`config.mk`:
```
export PLATFORM = sky130hd
export DESIGN_NAME = game_collision_detector_flat
export DESIGN_NICKNAME = d
export VERILOG_FILES = /design/src/rtl/game_collision_detector_if.sv /design/src/rtl/game_collision_detector.sv /design/src/flat_wrapper.sv
export SDC_FILE = /design/constraint.sdc
export NUM_CORES = 1
export LEC_CHECK = 0
export BUFFER_PORTS_ARGS = -buffer_cell sky130_fd_sc_hd__buf_2
export CAP_MARGIN = 10
export CORE_UTILIZATION = 45
export CTS_CLUSTER_SIZE = 28
export DETAILED_ROUTE_END_ITERATION = 8
export MAX_ROUTING_LAYER = met4
export PLACE_DENSITY = 0.73
export SETUP_SLACK_MARGIN = 0.05
export SLEW_MARGIN = 10
export SYNTH_ARGS = -nofsm -noshare
export SYNTH_HDL_FRONTEND = slang
export SYNTH_SLANG_ARGS = --single-unit
```
`constraint.sdc`:
```
create_clock -name clk -period 0.9 [get_ports clk]
set_clock_uncertainty 0.05 [all_clocks]
set_input_delay 0.135 -clock clk [delete_from_list [all_inputs] [get_ports clk]]
set_output_delay 0.135 -clock clk [all_outputs]
set_load 0.02 [all_outputs]
```
`src/rtl/game_collision_detector_if.sv`:
```
// Drawing-request inputs and per-frame collision results between the object mux side
// (master) and game_collision_detector (slave).
interface game_collision_detector_if #(
    parameter int unsigned NUMBERS = 3,
    parameter int unsigned ROPES   = 6
);
    localparam int unsigned RopeIdxW = (ROPES > 1) ? $clog2(ROPES) : 1;
    localparam int unsigned NumIdxW  = (NUMBERS > 1) ? $clog2(NUMBERS) : 1;

    logic                startOfFrame;
    logic                monkeyDR;
    logic [ROPES-1:0]    ropesDR;
    logic [NUMBERS-1:0]  numbersDR;
    logic [1:0]          operandDR;
    logic                blocksDR;
    logic                waterDR;
    logic                ceilingDR;

    logic                hitRope;
    logic [RopeIdxW-1:0] ropeIdx;
    logic                hitNumber;
    logic [NumIdxW-1:0]  numberIdx;
    logic [1:0]          hitOperand;
    logic                hitBlock;
    logic                hitWater;
    logic                hitCeiling;
    logic                collisionPulse;

    modport master (
        output startOfFrame, monkeyDR, ropesDR, numbersDR, operandDR, blocksDR, waterDR,
               ceilingDR,
        input  hitRope, ropeIdx, hitNumber, numberIdx, hitOperand, hitBlock, hitWater,
               hitCeiling, collisionPulse
    );

    modport slave (
        input  startOfFrame, monkeyDR, ropesDR, numbersDR, operandDR, blocksDR, waterDR,
               ceilingDR,
        output hitRope, ropeIdx, hitNumber, numberIdx, hitOperand, hitBlock, hitWater,
               hitCeiling, collisionPulse
    );
endinterface

```
`src/rtl/game_collision_detector.sv`:
```
// Accumulates monkey-vs-object overlaps over a frame and publishes them at startOfFrame.
// Optional water-hit holdoff is enabled by defining COLLISION_HOLDOFF_EN.
module game_collision_detector #(
    parameter int unsigned NUMBERS        = 3,
    parameter int unsigned ROPES          = 6,
    parameter int unsigned HOLDOFF_FRAMES = 60
) (
    input  logic                      clk,
    input  logic                      resetN,
    game_collision_detector_if.slave  bus_io
);
    localparam int unsigned RopeIdxW = (ROPES > 1) ? $clog2(ROPES) : 1;
    localparam int unsigned NumIdxW  = (NUMBERS > 1) ? $clog2(NUMBERS) : 1;

    typedef enum logic {StAccum, StPublish} state_e;
    state_e state_q, state_d;

    logic [ROPES-1:0]    hit_r, acc_r_q, acc_r_d;
    logic [NUMBERS-1:0]  hit_n, acc_n_q, acc_n_d;
    logic [1:0]          hit_o, acc_o_q, acc_o_d;
    logic                hit_b, acc_b_q, acc_b_d;
    logic                hit_w, acc_w_q, acc_w_d;
    logic                hit_c, acc_c_q, acc_c_d;

    logic                pub_rope_q, pub_rope_d;
    logic [RopeIdxW-1:0] pub_ridx_q, pub_ridx_d, ridx_enc;
    logic                pub_num_q, pub_num_d;
    logic [NumIdxW-1:0]  pub_nidx_q, pub_nidx_d, nidx_enc;
    logic [1:0]          pub_op_q, pub_op_d;
    logic                pub_blk_q, pub_blk_d;
    logic                pub_wat_q, pub_wat_d;
    logic                pub_ceil_q, pub_ceil_d;
    logic                hold_active;

`ifdef COLLISION_HOLDOFF_EN
    localparam int unsigned HoldW = (HOLDOFF_FRAMES > 0) ? $clog2(HOLDOFF_FRAMES + 1) : 1;
    logic [HoldW-1:0] hold_q, hold_d;

    // A water hit seen during holdoff is itself suppressed, so it cannot reload.
    always_comb begin
        hold_d = hold_q;
        if (bus_io.startOfFrame) begin
            if (hold_q != '0) begin
                hold_d = hold_q - 1'b1;
            end else if (acc_w_q) begin
                hold_d = HoldW'(HOLDOFF_FRAMES);
            end
        end
    end

    always_ff @(posedge clk or negedge resetN) begin
        if (!resetN) begin
            hold_q <= '0;
        end else begin
            hold_q <= hold_d;
        end
    end

    assign hold_active = (hold_q != '0);
`else
    if (HOLDOFF_FRAMES > 0) begin : g_holdoff_ignored
    end
    assign hold_active = 1'b0;
`endif

    always_comb begin
        hit_r = {ROPES{bus_io.monkeyDR}} & bus_io.ropesDR;
        hit_n = {NUMBERS{bus_io.monkeyDR}} & bus_io.numbersDR;
        hit_o = {2{bus_io.monkeyDR}} & bus_io.operandDR;
        hit_b = bus_io.monkeyDR & bus_io.blocksDR;
        hit_w = bus_io.monkeyDR & bus_io.waterDR;
        hit_c = bus_io.monkeyDR & bus_io.ceilingDR;

        // Lowest set index wins: scan downward so the last assignment is the lowest.
        ridx_enc = '0;
        for (int i = int'(ROPES) - 1; i >= 0; i--) begin
            if (acc_r_q[i]) ridx_enc = RopeIdxW'(i);
        end
        nidx_enc = '0;
        for (int i = int'(NUMBERS) - 1; i >= 0; i--) begin
            if (acc_n_q[i]) nidx_enc = NumIdxW'(i);
        end
    end

    always_comb begin
        state_d    = bus_io.startOfFrame ? StPublish : StAccum;
        acc_r_d    = acc_r_q | hit_r;
        acc_n_d    = acc_n_q | hit_n;
        acc_o_d    = acc_o_q | hit_o;
        acc_b_d    = acc_b_q | hit_b;
        acc_w_d    = acc_w_q | hit_w;
        acc_c_d    = acc_c_q | hit_c;
        pub_rope_d = pub_rope_q;
        pub_ridx_d = pub_ridx_q;
        pub_num_d  = pub_num_q;
        pub_nidx_d = pub_nidx_q;
        pub_op_d   = pub_op_q;
        pub_blk_d  = pub_blk_q;
        pub_wat_d  = pub_wat_q;
        pub_ceil_d = pub_ceil_q;

        if (bus_io.startOfFrame) begin
            // Hits on the frame-start cycle open the new frame.
            acc_r_d    = hit_r;
            acc_n_d    = hit_n;
            acc_o_d    = hit_o;
            acc_b_d    = hit_b;
            acc_w_d    = hit_w;
            acc_c_d    = hit_c;
            pub_rope_d = !hold_active && (|acc_r_q);
            pub_ridx_d = hold_active ? '0 : ridx_enc;
            pub_num_d  = !hold_active && (|acc_n_q);
            pub_nidx_d = hold_active ? '0 : nidx_enc;
            pub_op_d   = hold_active ? 2'b00 : acc_o_q;
            pub_blk_d  = !hold_active && acc_b_q;
            pub_wat_d  = !hold_active && acc_w_q;
            pub_ceil_d = !hold_active && acc_c_q;
        end
    end

    always_ff @(posedge clk or negedge resetN) begin
        if (!resetN) begin
            state_q    <= StAccum;
            acc_r_q    <= '0;
            acc_n_q    <= '0;
            acc_o_q    <= '0;
            acc_b_q    <= 1'b0;
            acc_w_q    <= 1'b0;
            acc_c_q    <= 1'b0;
            pub_rope_q <= 1'b0;
            pub_ridx_q <= '0;
            pub_num_q  <= 1'b0;
            pub_nidx_q <= '0;
            pub_op_q   <= '0;
            pub_blk_q  <= 1'b0;
            pub_wat_q  <= 1'b0;
            pub_ceil_q <= 1'b0;
        end else begin
            state_q    <= state_d;
            acc_r_q    <= acc_r_d;
            acc_n_q    <= acc_n_d;
            acc_o_q    <= acc_o_d;
            acc_b_q    <= acc_b_d;
            acc_w_q    <= acc_w_d;
            acc_c_q    <= acc_c_d;
            pub_rope_q <= pub_rope_d;
            pub_ridx_q <= pub_ridx_d;
            pub_num_q  <= pub_num_d;
            pub_nidx_q <= pub_nidx_d;
            pub_op_q   <= pub_op_d;
            pub_blk_q  <= pub_blk_d;
            pub_wat_q  <= pub_wat_d;
            pub_ceil_q <= pub_ceil_d;
        end
    end

    assign bus_io.hitRope        = pub_rope_q;
    assign bus_io.ropeIdx        = pub_ridx_q;
    assign bus_io.hitNumber      = pub_num_q;
    assign bus_io.numberIdx      = pub_nidx_q;
    assign bus_io.hitOperand     = pub_op_q;
    assign bus_io.hitBlock       = pub_blk_q;
    assign bus_io.hitWater       = pub_wat_q;
    assign bus_io.hitCeiling     = pub_ceil_q;
    assign bus_io.collisionPulse = (state_q == StPublish) &&
        (pub_rope_q || pub_num_q || (|pub_op_q) || pub_blk_q || pub_wat_q || pub_ceil_q);
endmodule
```
`src/flat_wrapper.sv`:
```
// flat-port wrapper written by rule: the top's interface ports become plain ports
module game_collision_detector_flat 
#(
    parameter int unsigned NUMBERS        = 3,
    parameter int unsigned ROPES          = 6,
    parameter int unsigned HOLDOFF_FRAMES = 60
)
  (clk, resetN, bus_io_startOfFrame, bus_io_monkeyDR, bus_io_ropesDR, bus_io_numbersDR, bus_io_operandDR, bus_io_blocksDR, bus_io_waterDR, bus_io_ceilingDR, bus_io_hitRope, bus_io_ropeIdx, bus_io_hitNumber, bus_io_numberIdx, bus_io_hitOperand, bus_io_hitBlock, bus_io_hitWater, bus_io_hitCeiling, bus_io_collisionPulse);
  game_collision_detector_if #(.NUMBERS(NUMBERS), .ROPES(ROPES)) bus_io_i ();
  input  logic clk;
  input  logic resetN;
  input wire logic [$bits(bus_io_i.startOfFrame)-1:0] bus_io_startOfFrame;
  input wire logic [$bits(bus_io_i.monkeyDR)-1:0] bus_io_monkeyDR;
  input wire logic [$bits(bus_io_i.ropesDR)-1:0] bus_io_ropesDR;
  input wire logic [$bits(bus_io_i.numbersDR)-1:0] bus_io_numbersDR;
  input wire logic [$bits(bus_io_i.operandDR)-1:0] bus_io_operandDR;
  input wire logic [$bits(bus_io_i.blocksDR)-1:0] bus_io_blocksDR;
  input wire logic [$bits(bus_io_i.waterDR)-1:0] bus_io_waterDR;
  input wire logic [$bits(bus_io_i.ceilingDR)-1:0] bus_io_ceilingDR;
  output wire logic [$bits(bus_io_i.hitRope)-1:0] bus_io_hitRope;
  output wire logic [$bits(bus_io_i.ropeIdx)-1:0] bus_io_ropeIdx;
  output wire logic [$bits(bus_io_i.hitNumber)-1:0] bus_io_hitNumber;
  output wire logic [$bits(bus_io_i.numberIdx)-1:0] bus_io_numberIdx;
  output wire logic [$bits(bus_io_i.hitOperand)-1:0] bus_io_hitOperand;
  output wire logic [$bits(bus_io_i.hitBlock)-1:0] bus_io_hitBlock;
  output wire logic [$bits(bus_io_i.hitWater)-1:0] bus_io_hitWater;
  output wire logic [$bits(bus_io_i.hitCeiling)-1:0] bus_io_hitCeiling;
  output wire logic [$bits(bus_io_i.collisionPulse)-1:0] bus_io_collisionPulse;
  assign bus_io_i.startOfFrame = bus_io_startOfFrame;
  assign bus_io_i.monkeyDR = bus_io_monkeyDR;
  assign bus_io_i.ropesDR = bus_io_ropesDR;
  assign bus_io_i.numbersDR = bus_io_numbersDR;
  assign bus_io_i.operandDR = bus_io_operandDR;
  assign bus_io_i.blocksDR = bus_io_blocksDR;
  assign bus_io_i.waterDR = bus_io_waterDR;
  assign bus_io_i.ceilingDR = bus_io_ceilingDR;
  assign bus_io_hitRope = bus_io_i.hitRope;
  assign bus_io_ropeIdx = bus_io_i.ropeIdx;
  assign bus_io_hitNumber = bus_io_i.hitNumber;
  assign bus_io_numberIdx = bus_io_i.numberIdx;
  assign bus_io_hitOperand = bus_io_i.hitOperand;
  assign bus_io_hitBlock = bus_io_i.hitBlock;
  assign bus_io_hitWater = bus_io_i.hitWater;
  assign bus_io_hitCeiling = bus_io_i.hitCeiling;
  assign bus_io_collisionPulse = bus_io_i.collisionPulse;
  game_collision_detector #(.NUMBERS(NUMBERS), .ROPES(ROPES), .HOLDOFF_FRAMES(HOLDOFF_FRAMES)) u_core (.clk(clk), .resetN(resetN), .bus_io(bus_io_i));
endmodule
```
==> run_results.csv, run 1 <==
group,metric,value,unit
global_route,grt_max_degree,28,
worst_setup_path,rrSetupSlack,-0.19,ns
clock_network,clock_sinks,27,
yosys,yosys.area.top_type,"dfrtp_1",
yosys,synthDistinctLibCells,20,
worst_hold_path,holdPathStages,3,
timing,worst_slack,-0.592,ns
routing,drt_iter0_markers,12,
worst_setup_path,rr_worst_depth,3,
cells_and_area,diodes,0,
placed_design,gp_congestion,0.768,
yosys,ys_seq_elements,27,
worst_setup_path,arrival,1.31,ns
yosys,ys.flop_type,"dfrtp_1",
worst_setup_path,start_kind,"flop",
routing,viasPerCell,4.89,
cells_and_area,fill_cells,150,
cells_and_area,final_nets,184,
timing,setup_viol,21,
yosys,synth_area_per_cell,10.7,µm²
clock_network,ctsHtreeMaxLevel,1,
floorplanning,initial_core_util,0.484,
timing,slew_headroom,0.812,
cells_and_area,drive_above_1_share,0.479,
worst_setup_path,regToRegStartpoint,"u_core.bus_io.hitWater",
worst_setup_path,end_kind,"output port",
placed_design,portBuffers,30,
cells_and_area,final_area,1790,µm²
yosys,async_reset_ff_frac,1.00,
timing,whs,0.116,ns
timing,hold_violations,0,
worst_hold_path,hold_path_end,"u_core.acc_r_q[0]",
worst_hold_path,worstHoldPathType,"primary input to flop",
global_route,grt_pass1_wl,4290,µm
yosys,synth_top_area_share,0.619,
pwr,p_leak,0.000852,µW
cells_and_area,area_growth_syn_to_layout,64.0,%
global_route,overflow,0,
worst_hold_path,hold_start,"bus_io_monkeyDR",
yosys,synth_edf_count,0,
timing,tightest_slew,0.282,ns
routing,vias,943,
global_route,antenna_found_initial,0,
yosys,synth_cells,102,
clock_network,clock-root-buffer,"clkbuf_4",
global_route,track_usage,0.232,
flow_run,drv_cap,0,
yosys,ys_warn_count,0,
routing,drtAntennaViolNets,0,
yosys,syn_nets,120,
worst_setup_path,crit_slowest_cell,"dfrtp_2",
outcome,status,"complete, but fails checks",
floorplanning,die_x,51.2,µm
timing,finalWorstPathRequiredPeriod,1.49,ns
pwr,max-vdd-ir-drop,1150,µV
routing,route.detailed.drc,0,
worst_setup_path,max_stage_delay,0.45,ns
pwr,p_per_area,1530,nW/µm²
worst_setup_path,startpoint,"u_core.bus_io.hitOperand[0]",
outcome,violations,"negative setup slack",
timing,fin_tns_setup,-4.01,ns
clock_network,cts_buffer_depth,2,
clock_network,insertion_delay,0.32,ns
worst_setup_path,crit_type,"flop to output port",
global_route,grt_pass1_vias,965,
worst_setup_path,critPathMaxFanout,2,
timing,drv_slew,0,
yosys,synthTopCellsByArea,"dfrtp_1 (62%), o21ai_0 (6.9%), mux2_2 (6.2%)",
floorplanning,ios,31,
yosys,syn_area,1090,µm²
floorplanning,rows,17,
floorplanning,dieHeight,51.2,µm
clock_network,cts_buffers,3,
routing,wirelength,2790,µm
worst_setup_path,timing.critical_path.buf_inv,1,
timing,post-route-period-util,1.66,
yosys,yosysSeqAreaShare,0.619,
clock_network,clk_pin_slew_worst_paths,0.14,ns
floorplanning,die-area,2630,µm²
worst_setup_path,path_cells,"nor4_4 > a21boi_2 > buf_6",
clock_network,cts_tree,"yes",
timing,rsz0062_at_grt,"yes",
timing,fmax,670,MHz
placed_design,place.detailed.hpwl,1500,µm
routing,dr.pass1.iters,4,
routing,post_drt_wl_per_cell,14.5,µm
worst_setup_path,cp_top_family,"flip-flops",
worst_setup_path,cp.required,0.71,ns
worst_setup_path,r2r_end,"u_core.bus_io.hitWater",
floorplanning,core_area,2250,µm²
placed_design,postPlaceCellArea,1380,µm²
==> registers in the layout, indices dropped and copies added, names as in the netlist, 2 cells and up <==
| register | cells |
|---|---|
| u_core.acc_o_q | 2 |
| u_core.bus_io.ropeIdx | 3 |
| u_core.bus_io.hitOperand | 2 |
| u_core.bus_io.numberIdx | 2 |
| u_core.acc_n_q | 3 |
| u_core.acc_r_q | 6 |
==> cells in the final DEF (no fill, tap or decap), drive strengths merged <==
cell type,instances
buf,48
dfrtp,27
nand2,17
inv,17
dlygate4sd3,15
o21ai,15
mux2,6
clkbuf,4
nor2,3
nor4,2
o22ai,2
nor3,1
a21boi,1
a31oi,1
nor2b,1
a31o,1
a211oi,1
a41o,1
o32ai,1
a41oi,1
==> cells in the mapped netlist (2+ instances only) <==
cell type and number:
buf_2 3, mux2_2 6, o22ai_1 2, o21ai_0 15, dfrtp_1 27, nor2_1 3, nand2_1 17, inv_1 17
==> worst min-delay path, delay by kind of cell <==
kind            cells  cell delay [ns]
compound gates      1             0.05
buf+inv             1             0.19
simple gates        1             0.08
==> routing by layer <==
metal	GRT usage	vias up	part of all wire
li1	-	459	-
met1	0.279	445	0.40
met2	0.410	35	0.53
met3	0.0268	4	0.054
met4	0.0676	0	0.014
met5	-	-	0
==> how the worst max path moves through the flow <==
stage	endpoint	slack, ns	cells after the start
floorplan	bus_io_collisionPulse	-0.16	2
global placement	bus_io_collisionPulse	-0.19	3
detailed placement	bus_io_collisionPulse	-0.21	3
CTS	bus_io_collisionPulse	-0.56	3
global route	bus_io_collisionPulse	-0.66	3
finish	bus_io_collisionPulse	-0.59	3
==> cell families (layout without fill, tap and decap cells) <==
| kind of cell | after synthesis | after routing | synth area share |
|---|---|---|---|
| AO/OA/AOI/OAI | 24 | 24 | 0.140 |
| buffers and inverters | 21 | 84 | 0.0826 |
| flip-flops | 27 | 27 | 0.619 |
| multiplexers | 6 | 6 | 0.0619 |
| AND/OR/NAND/NOR | 24 | 24 | 0.0963 |
==> stage by stage <==
stage	utilization	power [µW]	worst slack, ns	std cells
after floorplan	-	1710	-0.156	102
after global placement	0.614	1930	-0.191	167
after detailed placement	0.614	1950	-0.215	167
after CTS	0.744	2640	-0.562	189
after global routing	0.794	2890	-0.660	193
final	0.794	2740	-0.592	193
==> cell type report <==
type	count	area, µm²	area share
clock buffers	4	26.3	0.0147
flip-flops and latches	27	683	0.382
repair buffers	63	572	0.320
well taps	28	35.0	0.0196
multi-input cells	54	407	0.227
inverters	17	66.3	0.0371
==> report_power, final <==
part | internal (µW) | leakage (µW) | total [µW] | switching [µW]
logic | 436 | 0.000517 | 770 | 334
registers | 1340 | 0.000320 | 1460 | 119
clock network | 173 | 0.0000150 | 512 | 338
==> what timing repair did <==
action | in CTS | in global routing
setup endpoints to repair | 22 | 28
setup buffers | 4 | 5
gates resized for setup | 31 | 23
pin swaps | 3 | 6
hold buffers | 14 | 1
endpoints found under the hold margin | 40 | 1
(Power assumes the default switching activity.)
==> run 2: changes to the inputs <==
--- a/config.mk
+++ b/config.mk
@@ -7,6 +7,7 @@
 export LEC_CHECK = 0
 export BUFFER_PORTS_ARGS = -buffer_cell sky130_fd_sc_hd__buf_2
 export CAP_MARGIN = 10
+export CORE_MARGIN = 2
 export CORE_UTILIZATION = 45
 export CTS_CLUSTER_SIZE = 28
 export DETAILED_ROUTE_END_ITERATION = 8
==> constraint.sdc (replaced) <==
create_clock -name clk -period 0.9 [get_ports clk]
set_clock_uncertainty 0.05 [all_clocks]
set_input_delay 0.09 -clock clk [delete_from_list [all_inputs] [get_ports clk]]
set_output_delay 0.09 -clock clk [all_outputs]
set_load 0.02 [all_outputs]
==> run 2 against run 1 <==
- the run still ends with negative setup slack left
- non-clock buffer count increased by 1
- clock-buffer cell count unchanged
- clock power decreased by 1%
- design area decreased by 0.77%
- via count decreased by 0.42%
- sequential cell count unchanged
==> run_results.csv, run 2 (synthesis gave the netlist of run 1 again) <==
group,metric,value,unit
global_route,overflow,0,
worst_setup_path,cp.required,0.76,ns
timing,slew_headroom,0.779,
routing,wirelength,2610,µm
clock_network,ctsHtreeMaxLevel,1,
global_route,grt_max_degree,28,
worst_setup_path,startpoint,"u_core.bus_io.hitNumber",
floorplanning,rows,17,
routing,dr.pass1.iters,4,
floorplanning,ios,31,
timing,drv_slew,0,
floorplanning,initial_core_util,0.484,
routing,drt_iter0_markers,9,
worst_setup_path,max_stage_delay,0.41,ns
clock_network,cts_buffer_depth,2,
timing,tightest_slew,0.331,ns
floorplanning,dieHeight,53.2,µm
floorplanning,die_x,53.2,µm
placed_design,place.detailed.hpwl,1600,µm
clock_network,cts_buffers,3,
placed_design,dp_cells,168,
worst_setup_path,cp_top_family,"flip-flops",
routing,route.detailed.drc,0,
pwr,finalPower,2740,µW
worst_setup_path,path_cells,"nor3_1 > a21boi_2 > buf_2",
worst_setup_path,regToRegStartpoint,"u_core.bus_io.hitOperand[0]",
cells_and_area,diodes,0,
global_route,track_usage,0.203,
pwr,pwr-share-comb,0.284,
global_route,grt_pass1_vias,973,
routing,drtAntennaViolNets,0,
worst_hold_path,hold_start,"bus_io_monkeyDR",
timing,hold_violations,0,
flow_run,drv_cap,0,
pwr,swShare,0.284,
worst_setup_path,endpoint,"bus_io_collisionPulse",
timing,worst_slack,-0.528,ns
global_route,grt_pass1_wl,4060,µm
timing,post-route-period-util,1.59,
timing,fmax,700,MHz
placed_design,portBuffers,30,
worst_setup_path,start_kind,"flop",
cells_and_area,layout.cells.non_filler,194,
cells_and_area,largest_reg_flops,6,
worst_setup_path,crit_type,"flop to output port",
timing,setup_viol,23,
timing,finalWorstPathRequiredPeriod,1.43,ns
worst_setup_path,critPathMaxFanout,2,
clock_network,clock-root-buffer,"clkbuf_4",
worst_setup_path,end_kind,"output port",
worst_setup_path,rrSetupSlack,-0.20,ns
cells_and_area,final_nets,185,
placed_design,gp_congestion,0.727,
pwr,p_per_area,1540,nW/µm²
routing,vias,939,
cells_and_area,layout_common_cells,"buf_6 (23), dfrtp_1 (20), buf_2 (18)",
worst_setup_path,arrival,1.29,ns
clock_network,clock_sinks,27,
cells_and_area,area_growth_syn_to_layout,62.7,%
cells_and_area,fill_cells,157,
worst_hold_path,worstHoldPathType,"primary input to flop",
pwr,p_int,1960,µW
pwr,p_clk_frac,0.185,
outcome,status,"complete, but fails checks",
worst_setup_path,timing.critical_path.buf_inv,1,
routing,viasPerCell,4.84,
outcome,violations,"negative setup slack",
worst_setup_path,r2r_end,"u_core.bus_io.hitOperand[0]",
floorplanning,core_area,2250,µm²
worst_setup_path,cp.depth,3,
clock_network,insertion_delay,0.31,ns
floorplanning,die-area,2830,µm²
pwr,p_leak,0.000850,µW
clock_network,clk_pin_slew_worst_paths,0.14,ns
pwr,seqPwrFrac,0.531,
cells_and_area,drive_above_1_share,0.482,
routing,post_drt_wl_per_cell,13.5,µm
worst_setup_path,rr_worst_depth,3,
clock_network,cts_tree,"yes",
pwr,p_sw,779,µW
cells_and_area,mostFrequentLayoutCell,"buf_6",
pwr,max-vdd-ir-drop,877,µV
global_route,antenna_found_initial,0,
timing,rsz0062_at_grt,"yes",
cells_and_area,largest_register,"u_core.acc_r_q",
worst_setup_path,crit_slowest_cell,"dfrtp_1",
[run 2: changes by cell type in the layout (fill, tap and decap cells not counted), sizes merged]
cell	previous run	this run
buf	48	49
[run 2: repair_timing]
action,in CTS,in global routing
pin swaps,4,6
hold buffers,15,0
buffers inserted,4,5
endpoints found under the hold margin,41,0
setup endpoints to repair,25,28
resized for setup,35,20
[run 2: through the flow]
stage	util	area, µm²	setup TNS, ns	setup WS [ns]	hold slack [ns]
after CTS	0.751	1690	-3.34	-0.514	0.0857
after global routing	0.787	1780	-4.49	-0.591	0.0952
after global placement	0.612	1380	-0.527	-0.142	0.0470
after detailed placement	0.612	1380	-0.692	-0.169	0.0538
final	0.787	1780	-3.71	-0.528	0.0900
after floorplan	-	1120	-0.280	-0.111	-0.256
[run 2: worst min-delay path by stage]
stage / end / cells after the start
after floorplan: u_core.acc_b_q / 0
after global placement: u_core.acc_c_q / 2
after detailed placement: u_core.acc_o_q[1] / 2
after CTS: u_core.acc_r_q[0] / 3
after global routing: u_core.acc_r_q[0] / 3
final: u_core.acc_n_q[1] / 3
[run 2: area by class of cell]
cell class / instances / area, µm² / area share
multi-input cells: 54 / 389 / 0.219
inverters: 17 / 68.8 / 0.0388
clock buffers: 4 / 26.3 / 0.0148
repair buffers: 64 / 572 / 0.322
flip-flops and latches: 27 / 684 / 0.385
well taps: 28 / 35.0 / 0.0197
[run 2: power groups by stage]
stage	combinational, µW	clock, µW	sequential [µW]
after floorplan	189	0	1520
after global placement	497	0	1440
after detailed placement	513	0	1450
after CTS	702	519	1440
after global routing	845	564	1470
final	780	507	1460
[run 2: worst reg2reg max path, delay by kind of cell, from the launching register on]
family	cells	cell delay (ns)
mux	1	0.26
buf+inv	2	0.25
flops	1	0.44
[run 2: per-layer routing]
metal / wire length [µm] / share of wire / GRT usage
met4: 8 / 0.0031 / 0.0385
met3: 80 / 0.031 / 0.0254
met1: 1120 / 0.43 / 0.238
met5: 0 / 0 / -
met2: 1400 / 0.54 / 0.374
